[src/rtl/cpu_pkg.sv]
// Shared definitions for the hardwired control unit: opcodes, IR field positions,
// sequencer states and the decoded-opcode bundles.
package cpu_pkg;

  localparam int OPC_HI = 31;
  localparam int OPC_LO = 27;
  localparam int RA_HI  = 26;
  localparam int RA_LO  = 23;
  localparam int RB_HI  = 22;
  localparam int RB_LO  = 19;
  localparam int RC_HI  = 18;
  localparam int RC_LO  = 15;

  localparam logic [4:0] OP_ADD  = 5'b00011;
  localparam logic [4:0] OP_SUB  = 5'b00100;
  localparam logic [4:0] OP_SHR  = 5'b00101;
  localparam logic [4:0] OP_SHL  = 5'b00110;
  localparam logic [4:0] OP_ROR  = 5'b00111;
  localparam logic [4:0] OP_ROL  = 5'b01000;
  localparam logic [4:0] OP_AND  = 5'b01001;
  localparam logic [4:0] OP_OR   = 5'b01010;
  localparam logic [4:0] OP_MUL  = 5'b01110;
  localparam logic [4:0] OP_DIV  = 5'b01111;
  localparam logic [4:0] OP_NEG  = 5'b10000;
  localparam logic [4:0] OP_NOT  = 5'b10001;
  localparam logic [4:0] OP_IN   = 5'b10101;
  localparam logic [4:0] OP_OUT  = 5'b10110;
  localparam logic [4:0] OP_NOP  = 5'b11001;
  localparam logic [4:0] OP_HALT = 5'b11010;

  typedef enum logic [2:0] {
    IDLE,
    T0,
    T1,
    T2,
    T3,
    T4,
    T5,
    HALT
  } state_t;

  typedef struct packed {
    logic op_add;
    logic op_sub;
    logic op_mul;
    logic op_div;
    logic op_shr;
    logic op_shl;
    logic op_ror;
    logic op_rol;
    logic op_and;
    logic op_or;
    logic op_negate;
    logic op_not;
  } alu_ops_t;

  typedef struct packed {
    logic alu;
    logic muldiv;
    logic unary;
    logic io_in;
    logic io_out;
    logic nop;
    logic halt;
    logic illegal;
  } op_class_t;

endpackage

[src/rtl/op_decoder.sv]
// Combinational opcode decode: one ALU strobe (at most) plus exactly one class flag.
module op_decoder
  import cpu_pkg::*;
(
  input  logic [4:0] opcode_i,
  output alu_ops_t   ops_o,
  output op_class_t  cls_o
);

  always_comb begin
    ops_o = '0;
    cls_o = '0;
    unique case (opcode_i)
      OP_ADD:  begin ops_o.op_add    = 1'b1; cls_o.alu    = 1'b1; end
      OP_SUB:  begin ops_o.op_sub    = 1'b1; cls_o.alu    = 1'b1; end
      OP_SHR:  begin ops_o.op_shr    = 1'b1; cls_o.alu    = 1'b1; end
      OP_SHL:  begin ops_o.op_shl    = 1'b1; cls_o.alu    = 1'b1; end
      OP_ROR:  begin ops_o.op_ror    = 1'b1; cls_o.alu    = 1'b1; end
      OP_ROL:  begin ops_o.op_rol    = 1'b1; cls_o.alu    = 1'b1; end
      OP_AND:  begin ops_o.op_and    = 1'b1; cls_o.alu    = 1'b1; end
      OP_OR:   begin ops_o.op_or     = 1'b1; cls_o.alu    = 1'b1; end
      OP_MUL:  begin ops_o.op_mul    = 1'b1; cls_o.muldiv = 1'b1; end
      OP_DIV:  begin ops_o.op_div    = 1'b1; cls_o.muldiv = 1'b1; end
      OP_NEG:  begin ops_o.op_negate = 1'b1; cls_o.unary  = 1'b1; end
      OP_NOT:  begin ops_o.op_not    = 1'b1; cls_o.unary  = 1'b1; end
      OP_IN:   cls_o.io_in  = 1'b1;
      OP_OUT:  cls_o.io_out = 1'b1;
      OP_NOP:  cls_o.nop    = 1'b1;
      OP_HALT: cls_o.halt   = 1'b1;
      default: cls_o.illegal = 1'b1;
    endcase
  end

endmodule

[src/rtl/control_sequencer.sv]
// Hardwired T-state sequencer for the single-bus datapath: fetch with memory wait
// states, decode of the live IR, and execute; strobes decode from the registered state.
module control_sequencer
  import cpu_pkg::*;
#(
  parameter int BITS       = 32,
  parameter int REGISTERS  = 16,
  parameter int MUL_CYCLES = 1,
  parameter int DIV_CYCLES = 1
) (
  input  logic                 clk,
  input  logic                 reset,
  input  logic                 run,
  input  logic                 mem_ready,
  input  logic [BITS-1:0]      IRVal,
  output logic [REGISTERS-1:0] GPRin,
  output logic [REGISTERS-1:0] GPRout,
  output logic                 PCin,
  output logic                 IRin,
  output logic                 RYin,
  output logic                 RZin,
  output logic                 MARin,
  output logic                 HILOin,
  output logic                 MDRin,
  output logic                 OUTPUTin,
  output logic                 Read,
  output logic                 Write,
  output logic                 INPUTout,
  output logic                 MDRout,
  output logic                 HILOout,
  output logic                 RZout,
  output logic                 PCout,
  output logic                 BAout,
  output logic                 ADD,
  output logic                 SUB,
  output logic                 MUL,
  output logic                 DIV,
  output logic                 SHR,
  output logic                 SHL,
  output logic                 ROR,
  output logic                 ROL,
  output logic                 AND,
  output logic                 OR,
  output logic                 NEGATE,
  output logic                 NOT,
  output logic                 IncPC,
  output logic                 halted,
  output logic                 illegal,
  output logic                 instr_done
);

  localparam int MAX_HOLD = (MUL_CYCLES > DIV_CYCLES) ? MUL_CYCLES : DIV_CYCLES;
  localparam int CNT_W    = (MAX_HOLD > 1) ? $clog2(MAX_HOLD) : 1;
  localparam logic [CNT_W-1:0] MUL_LAST = CNT_W'(MUL_CYCLES - 1);
  localparam logic [CNT_W-1:0] DIV_LAST = CNT_W'(DIV_CYCLES - 1);

  state_t           state_q, state_d;
  logic [CNT_W-1:0] cnt_q, cnt_d;

  logic [4:0] opcode;
  logic [3:0] ra, rb, rc;
  alu_ops_t   ops;
  op_class_t  cls;
  logic       uses_ra, uses_rb, uses_rc;
  logic       reg_bad, legal;
  logic       op_en, done;
  logic [CNT_W-1:0] hold_last;
  logic       ir_unused;

  assign opcode = IRVal[OPC_HI:OPC_LO];
  assign ra     = IRVal[RA_HI:RA_LO];
  assign rb     = IRVal[RB_HI:RB_LO];
  assign rc     = IRVal[RC_HI:RC_LO];
  assign ir_unused = ^IRVal;

  op_decoder u_dec (
    .opcode_i (opcode),
    .ops_o    (ops),
    .cls_o    (cls)
  );

  function automatic logic bad_idx(input logic [3:0] idx);
    return int'(idx) >= REGISTERS;
  endfunction

  function automatic logic [REGISTERS-1:0] sel(input logic [3:0] idx);
    logic [REGISTERS-1:0] v;
    v = '0;
    for (int i = 0; i < REGISTERS; i++) begin
      if (int'(idx) == i) v[i] = 1'b1;
    end
    return v;
  endfunction

  // Only the fields an opcode actually uses can make it illegal.
  assign uses_ra = cls.alu | cls.unary | cls.io_in | cls.io_out;
  assign uses_rb = cls.alu | cls.muldiv | cls.unary;
  assign uses_rc = cls.alu | cls.muldiv;
  assign reg_bad = (uses_ra & bad_idx(ra)) | (uses_rb & bad_idx(rb)) | (uses_rc & bad_idx(rc));
  assign legal   = ~cls.illegal & ~reg_bad;

  assign hold_last = ops.op_mul ? MUL_LAST : DIV_LAST;

  always_ff @(posedge clk or posedge reset) begin
    if (reset) begin
      state_q <= IDLE;
      cnt_q   <= '0;
    end else begin
      state_q <= state_d;
      cnt_q   <= cnt_d;
    end
  end

  always_comb begin
    state_d    = state_q;
    cnt_d      = cnt_q;
    op_en      = 1'b0;
    done       = 1'b0;
    GPRin      = '0;
    GPRout     = '0;
    PCin       = 1'b0;
    IRin       = 1'b0;
    RYin       = 1'b0;
    RZin       = 1'b0;
    MARin      = 1'b0;
    HILOin     = 1'b0;
    MDRin      = 1'b0;
    OUTPUTin   = 1'b0;
    Read       = 1'b0;
    INPUTout   = 1'b0;
    MDRout     = 1'b0;
    HILOout    = 1'b0;
    RZout      = 1'b0;
    PCout      = 1'b0;
    IncPC      = 1'b0;
    halted     = 1'b0;
    illegal    = 1'b0;
    instr_done = 1'b0;

    case (state_q)
      IDLE: begin
        if (run) state_d = T0;
      end
      T0: begin
        PCout   = 1'b1;
        MARin   = 1'b1;
        IncPC   = 1'b1;
        RZin    = 1'b1;
        state_d = T1;
      end
      T1: begin
        // RZ is not reloaded here, so holding PCin across wait states is harmless.
        RZout = 1'b1;
        PCin  = 1'b1;
        Read  = 1'b1;
        MDRin = 1'b1;
        if (mem_ready) state_d = T2;
      end
      T2: begin
        MDRout  = 1'b1;
        IRin    = 1'b1;
        state_d = T3;
      end
      T3: begin
        if (!legal) begin
          illegal = 1'b1;
          done    = 1'b1;
        end else if (cls.alu || cls.muldiv) begin
          GPRout  = sel(rb);
          RYin    = 1'b1;
          cnt_d   = '0;
          state_d = T4;
        end else if (cls.unary) begin
          GPRout  = sel(rb);
          op_en   = 1'b1;
          RZin    = 1'b1;
          state_d = T5;
        end else if (cls.io_in) begin
          INPUTout = 1'b1;
          GPRin    = sel(ra);
          done     = 1'b1;
        end else if (cls.io_out) begin
          GPRout   = sel(ra);
          OUTPUTin = 1'b1;
          done     = 1'b1;
        end else if (cls.halt) begin
          state_d = HALT;
        end else begin
          done = 1'b1;
        end
      end
      T4: begin
        GPRout = sel(rc);
        op_en  = 1'b1;
        RZin   = 1'b1;
        if (cls.muldiv && (cnt_q != hold_last)) begin
          cnt_d = cnt_q + 1'b1;
        end else begin
          cnt_d   = '0;
          state_d = T5;
        end
      end
      T5: begin
        RZout = 1'b1;
        if (cls.muldiv) HILOin = 1'b1;
        else            GPRin  = sel(ra);
        done = 1'b1;
      end
      HALT: begin
        halted = 1'b1;
      end
      default: state_d = IDLE;
    endcase

    if (done) begin
      instr_done = 1'b1;
      state_d    = run ? T0 : IDLE;
    end
  end

  assign ADD    = op_en & ops.op_add;
  assign SUB    = op_en & ops.op_sub;
  assign MUL    = op_en & ops.op_mul;
  assign DIV    = op_en & ops.op_div;
  assign SHR    = op_en & ops.op_shr;
  assign SHL    = op_en & ops.op_shl;
  assign ROR    = op_en & ops.op_ror;
  assign ROL    = op_en & ops.op_rol;
  assign AND    = op_en & ops.op_and;
  assign OR     = op_en & ops.op_or;
  assign NEGATE = op_en & ops.op_negate;
  assign NOT    = op_en & ops.op_not;

  // Kept only for port compatibility with the datapath.
  assign Write = 1'b0;
  assign BAout = 1'b0;

endmodule

[config.mk]
export PLATFORM = sky130hd
export DESIGN_NAME = control_sequencer
export DESIGN_NICKNAME = d
export VERILOG_FILES = /design/src/rtl/cpu_pkg.sv /design/src/rtl/op_decoder.sv /design/src/rtl/control_sequencer.sv
export SDC_FILE = /design/constraint.sdc
export NUM_CORES = 1
export LEC_CHECK = 0
export ABC_CLOCK_PERIOD_IN_PS = 1900
export CAP_MARGIN = 20
export CORE_ASPECT_RATIO = 0.75
export CORE_MARGIN = 2
export CORE_UTILIZATION = 30
export DETAILED_ROUTE_END_ITERATION = 10
export DONT_BUFFER_PORTS = 1
export PLACE_DENSITY = 0.44
export SLEW_MARGIN = 0
export SYNTH_ARGS = -nofsm -noshare
export SYNTH_HDL_FRONTEND = slang
export SYNTH_HIERARCHICAL = 1
export SYNTH_SLANG_ARGS = --single-unit
[constraint.sdc]
create_clock -name clk -period 1.9 [get_ports clk]
set_clock_uncertainty 0.1 [all_clocks]
set_input_delay 0.095 -clock clk [delete_from_list [all_inputs] [get_ports clk]]
set_output_delay 0.095 -clock clk [all_outputs]
set_load 0.005 [all_outputs]
==> results of run 1 <==
[final cells by class]
class / count / area [um2] / share of cell area
clock buffers: 3 / 41.3 / 0.0199
multi-input cells: 198 / 1510 / 0.728
inverters: 6 / 22.5 / 0.0108
well taps: 57 / 71.3 / 0.0343
flip-flops and latches: 4 / 101 / 0.0488
repair buffers: 38 / 329 / 0.158
[sequential cells by signal, summed over array words and instances, names as in the netlist]
signal,flops
state_q,3
cnt_q,1
[stage by stage]
| step | area (um2) | instances | power (mW) | utilization |
|---|---|---|---|---|
| 2_1_floorplan | 1410 | 228 | 0.766 | - |
| 3_3_place_gp | 1530 | 290 | 0.898 | 0.345 |
| 3_5_place_dp | 1530 | 290 | 0.895 | 0.345 |
| 4_1_cts | 1720 | 299 | 1.18 | 0.387 |
| 5_1_grt | 2080 | 306 | 1.51 | 0.468 |
| 6_report | 2080 | 306 | 1.39 | 0.468 |
[how the worst max path moves through the flow]
| stage | from | to | slack (ns) | depth (start not counted) |
|---|---|---|---|---|
| 3_3_place_gp | IRVal[29] | GPRout[4] | -0.29 | 8 |
| 5_1_grt | IRVal[29] | GPRout[9] | -0.23 | 8 |
| 3_5_place_dp | IRVal[29] | GPRout[0] | -0.33 | 8 |
| 6_report | IRVal[29] | GPRin[6] | -0.13 | 10 |
| 2_1_floorplan | IRVal[27] | GPRout[10] | -0.13 | 9 |
| 4_1_cts | IRVal[29] | GPRout[10] | -0.12 | 8 |
[placed cells by master (no fill, tap or decap), drive strengths merged, types with 4 or more instances in the layout]
cell type / instances
a21oi: 4
a22oi: 4
and3: 7
buf: 36
dfrtp: 4
inv: 6
nand2: 44
nand2b: 6
nand3: 5
nand3b: 4
nor2: 38
nor2b: 16
nor3: 10
nor3b: 8
nor4: 6
o211ai: 6
or3: 4
[power by group]
| part | switching, mW | leakage, nW | total (mW) | internal (mW) |
|---|---|---|---|---|
| Sequential | 0.0332 | 0.0487 | 0.157 | 0.124 |
| Combinational | 0.587 | 0.664 | 1.06 | 0.473 |
| Clock | 0.0410 | 0.0216 | 0.176 | 0.135 |
| Total | 0.661 | 0.735 | 1.39 | 0.732 |
[worst register-to-register path: stages (launching register included)]
cell      delay, ns
dfrtp_2        0.37
buf_4          0.13
mux2_2         0.33
o311ai_1       0.29
a21oi_1        0.08
a221o_1        0.30
[per-layer routing]
metal / up-vias / track usage / share of wire
li1: 848 / - / -
met1: 801 / 0.262 / 0.47
met2: 57 / 0.263 / 0.45
met3: 0 / 0.0462 / 0.082
met4: 0 / 0.0104 / 0
met5: - / 0 / 0
[what timing repair did]
action	CTS	global route
endpoints found under the hold margin	5	0
hold buffers	2	0
gates resized for setup	19	76
cloned	0	1
pin swaps	14	21
endpoints found under the setup margin	34	48
buffers inserted	4	6
==> metrics.yaml, run 1 <==
run_status:
  status: "finished with violations"
  violations: "setup timing"
setup_path:
  crit_type: "input port to primary output"
  cp_data_required_time_ns: 1.70
  worstRegToRegCells: 5
  end_kind: "primary output"
  startpoint_type: "input port"
  critical_path_buf_inv_count: 3
  slowest_stage: "nor4b_4"
  reg2reg_to: "state_q[0]$_DFFE_PP0P_"
  critical_path.max_stage_delay_ns: 0.28
  cp_cell_sequence: "o21bai_4 -> a221oi_2 -> o221ai_2 -> buf_4 -> nor4b_4 -> buf_4 -> a31o_4 -> buf_4 -> nand3_4 -> nor2_2"
  worstPathArrival_ns: 1.83
  rrSetupSlack_ns: 0.18
  path_delay_family: "compound AO/OA/AOI/OAI gates"
  worst_r2r_startpoint: "state_q[1]$_DFFE_PP0P_"
  worst-path-max-fanout: 12
  path_common_cell: "buf_4"
drt:
  viasPerCell: 5.58
  routed_wl_um: 5010
  avgRoutedWirePerCell_um: 16.4
  vias: 1706
  firstDrtPassIters: 4
  detail-route-antenna-nets: 0
  drt-initial-drc-count: 110
  remaining_drc_errors: 0
sta:
  finalCritPeriodShare: 1.07
  holdWs_ns: 0.112
  timing.final.ws_setup_ns: -0.125
  tns_ns: -2.25
  setup_viol: 37
  rsz0062_at_grt: "yes"
  worst_slew_pin_slew_ns: 0.618
  final_max_slew_viol_count: 0
  min_period_ns: 2.03
  slew_headroom: 0.586
  fmax_mhz: 494
  hold_viol: 0
logic_synthesis:
  synthCells: 226
  synth_area_per_cell_um2: 6.08
  syn-cell-area_um2: 1380
  synth_warnings: 6
finish:
  finalNetCount: 287
  syn2layout_area_growth_pct: 51.1
  diodes: 0
  drive_gt1_frac: 0.402
  fillCellCount: 465
cts:
  cts-root-buf: "clkbuf_8"
  clock_sinks: 4
  cts_tree: "yes"
  htreeDepth: 1
  clkTransAtPathRegs_ns: 0.03
  cts_buffers: 3
  worstSkewPairLatency_ns: 0.22
  cts.path.max_buffers: 2
place:
  dpl_worst_slack_ns: -0.330
  portBuffers: 0
  place_congestion: 0.951
  place_hpwl_um: 3600
global_routing:
  grt_max_degree: 16
  grt_antenna_before_repair: 0
  grt_pass1_vias: 1502
  grt-ovfl-total: 0
  grt_pass1_wl_um: 7420
  grt_usage: 0.176
floorplanning:
  die_x_um: 82.2
  coreArea_um2: 4440
  rows: 21
  ioPinCount: 100
  dieArea_um2: 5150
  die_y_um: 62.6
  start_util: 0.310
power:
  power_density_nw_per_um2: 670
  ir_drop_v: 0.000885
  p_leak_nw: 0.735
hold_path:
  min_path_type: "input port to asynchronous set/reset pin"
flow_run:
  maxCapViolations: 0
(Power assumes the default switching activity.)
==> run 2: changes to the inputs <==
- GPL_ROUTABILITY_DRIVEN: default -> 0
- TNS_END_PERCENT: default -> 30
==> run 2 against run 1 <==
Effect of this change:
- the run still ends with setup timing left
- combinational power down 19%
- setup slack gained 0.053 ns
- global-route usage down 0.37 points
- sequential power is 3% higher
- critical path type unchanged
==> metrics.yaml, run 2 (same netlist as run 1, synthesis figures left out) <==
drt:
  routed_wl_um: 4570  # -8.8%
  detail-route-antenna-nets: 0  # unchanged
  vias: 1622  # -4.9%
  viasPerCell: 5.42  # -2.7%
  firstDrtPassIters: 4  # unchanged
  avgRoutedWirePerCell_um: 15.3  # -6.7%
  remaining_drc_errors: 0  # unchanged
  drt-initial-drc-count: 108  # -1.8%
floorplanning:
  start_util: 0.310  # unchanged
  ioPinCount: 100  # unchanged
  coreArea_um2: 4440  # unchanged
  dieArea_um2: 5150  # unchanged
  die_x_um: 82.2  # unchanged
  rows: 21  # unchanged
  die_y_um: 62.6  # unchanged
run_status:
  status: "finished with violations"
  violations: "setup timing"
power:
  p_comb_frac: 0.719  # -0.042
  ir_drop_v: 0.000606  # -32%
  p_sw_mw: 0.553  # -16%
  pwr-share-seq: 0.134  # +0.021
  switching_share: 0.462  # -0.0125
  intPower_mw: 0.644  # -12%
  total_power_mw: 1.20  # -14%
  power_frac_clock: 0.146  # +0.020
  power_density_nw_per_um2: 686  # +2.4%
  p_leak_nw: 0.655  # -11%
finish:
  finalNetCount: 280  # -2.4%
  top_register: "state_q"
  final_cell_mix: "44 x nand2_1, 30 x nor2_1, 27 x buf_4, 8 x nor2b_1, 8 x nor2_2"
  final_cells: 299  # -2.3%
  drive_gt1_frac: 0.293  # -0.108
  largest_reg_flops: 3  # unchanged
  utilization: 0.393  # -0.0755
  syn2layout_area_growth_pct: 26.8
  diodes: 0  # unchanged
  layout_commonest_cell: "nand2_1"
  fillCellCount: 483  # +3.9%
  top_regs: "state_q (3), cnt_q (1)"
  regArea_um2: 103  # +1.2%
  multiInputGateArea_um2: 1270  # -16%
hold_path:
  min_path_type: "input port to asynchronous set/reset pin"
cts:
  cts_tree: "yes"
  clock_sinks: 4  # unchanged
  cts-root-buf: "clkbuf_8"
  clkTransAtPathRegs_ns: 0.03  # about the same
  cts.path.max_buffers: 2  # unchanged
  htreeDepth: 1  # unchanged
  cts_buffers: 3  # unchanged
  worstSkewPairLatency_ns: 0.21  # about the same
setup_path:
  crit_type: "input port to primary output"
  rrSetupSlack_ns: 0.17  # about the same
  path_delay_family: "simple AND/OR/NAND/NOR gates"
  worstPathArrival_ns: 1.78  # -0.05 ns
  startpoint_type: "input port"
  critical_path.max_stage_delay_ns: 0.53  # +0.25 ns
  end_kind: "primary output"
  slowest_stage: "or4b_4"
  critical_path_buf_inv_count: 1  # -2
  worst-path-max-fanout: 12  # unchanged
  cp_cell_sequence: "o21bai_4 -> a221oi_2 -> o221ai_2 -> or4b_4 -> buf_6 -> nor2_1 -> nand2_1 -> o211ai_1"
  cp_data_required_time_ns: 1.70  # about the same
sta:
  rsz0062_at_grt: "yes"
  hold_viol: 0  # unchanged
  tns_ns: -0.546  # +1.71 ns
  finalCritPeriodShare: 1.04  # -0.0278
  timing.final.ws_setup_ns: -0.0725  # +0.0529 ns
  fmax_mhz: 507  # +2.7%
  worst_slew_pin_slew_ns: 0.521  # -0.0972 ns
  setup_viol: 13  # -65%
  min_period_ns: 1.97  # -0.0529 ns
  slew_headroom: 0.652  # +0.0656
  final_max_slew_viol_count: 0  # unchanged
global_routing:
  grt_max_degree: 16  # unchanged
  grt_pass1_wl_um: 7200  # -2.9%
  grt-ovfl-total: 0  # unchanged
  grt_usage: 0.172  # -0.00373
  grt_pass1_vias: 1426  # -5.1%
  grt_antenna_before_repair: 0  # unchanged
place:
  place_hpwl_um: 3540  # -1.8%
  dpl_worst_slack_ns: -0.320  # +0.00947 ns
  portBuffers: 0  # unchanged
  dp.cells: 290  # unchanged
flow_run:
  maxCapViolations: 0  # unchanged
==> run 2: path summary, 6_finish.rpt <==
check                                       start                endpoint  cells past startpoint
min                                         reset  state_q[0]$_DFFE_PP0P_                      2
min reg2reg                     cnt_q$_DFFE_PP0P_       cnt_q$_DFFE_PP0P_                      2
max reg2reg                state_q[1]$_DFFE_PP0P_  state_q[0]$_DFFE_PP0P_                      5
max in group asynchronous                   reset  state_q[2]$_DFFE_PP0P_                      2
max                                     IRVal[29]               GPRout[8]                      8
min in group clk                        IRVal[18]               GPRout[1]                      1
==> run 2: what timing repair did <==
action                                  4_1_cts  5_1_grt
setup buffers                                 3        0
resized for setup                            12       21
hold buffers                                  2        0
pin swaps                                     8        9
endpoints found under the hold margin         5        0
cloned                                        1        0
endpoints found under the setup margin       23       47
==> run 2: area by class of cell <==
cell class,count,area share
clock buffers,3,0.0237
inverters,6,0.0129
multi-input cells,198,0.726
flip-flops and latches,4,0.0589
well taps,57,0.0409
repair buffers,31,0.137
==> run 2: worst register-to-register path: stages, from the launching register on <==
cell and delay, ns:
dfrtp_2 0.38, buf_4 0.13, mux2_2 0.33, o311ai_1 0.30, a21oi_1 0.08, a221o_1 0.30
==> run 2: routing by layer <==
layer	global-route usage	up-vias	wire [um]
li1	-	829	-
met1	0.274	740	2330
met2	0.248	53	1870
met3	0.0332	0	364
met4	0.00625	0	0
met5	0	-	0
==> run 2: per-stage QoR <==
step / hold slack (ns) / instance area, um2
3_3_place_gp: -0.220 / 1530
5_1_grt: 0.121 / 1740
2_1_floorplan: -0.239 / 1410
3_5_place_dp: -0.221 / 1530
4_1_cts: 0.102 / 1680
6_report: 0.107 / 1740
==> run 2: power by group through the flow <==
stage                     sequential (mW)  clock, mW  combinational, mW
after floorplan                     0.150          0              0.616
final                               0.161      0.175              0.861
after global routing                0.170      0.189              0.955
after CTS                           0.157      0.181              0.838
after global placement              0.163          0              0.749
after detailed placement            0.163          0              0.744
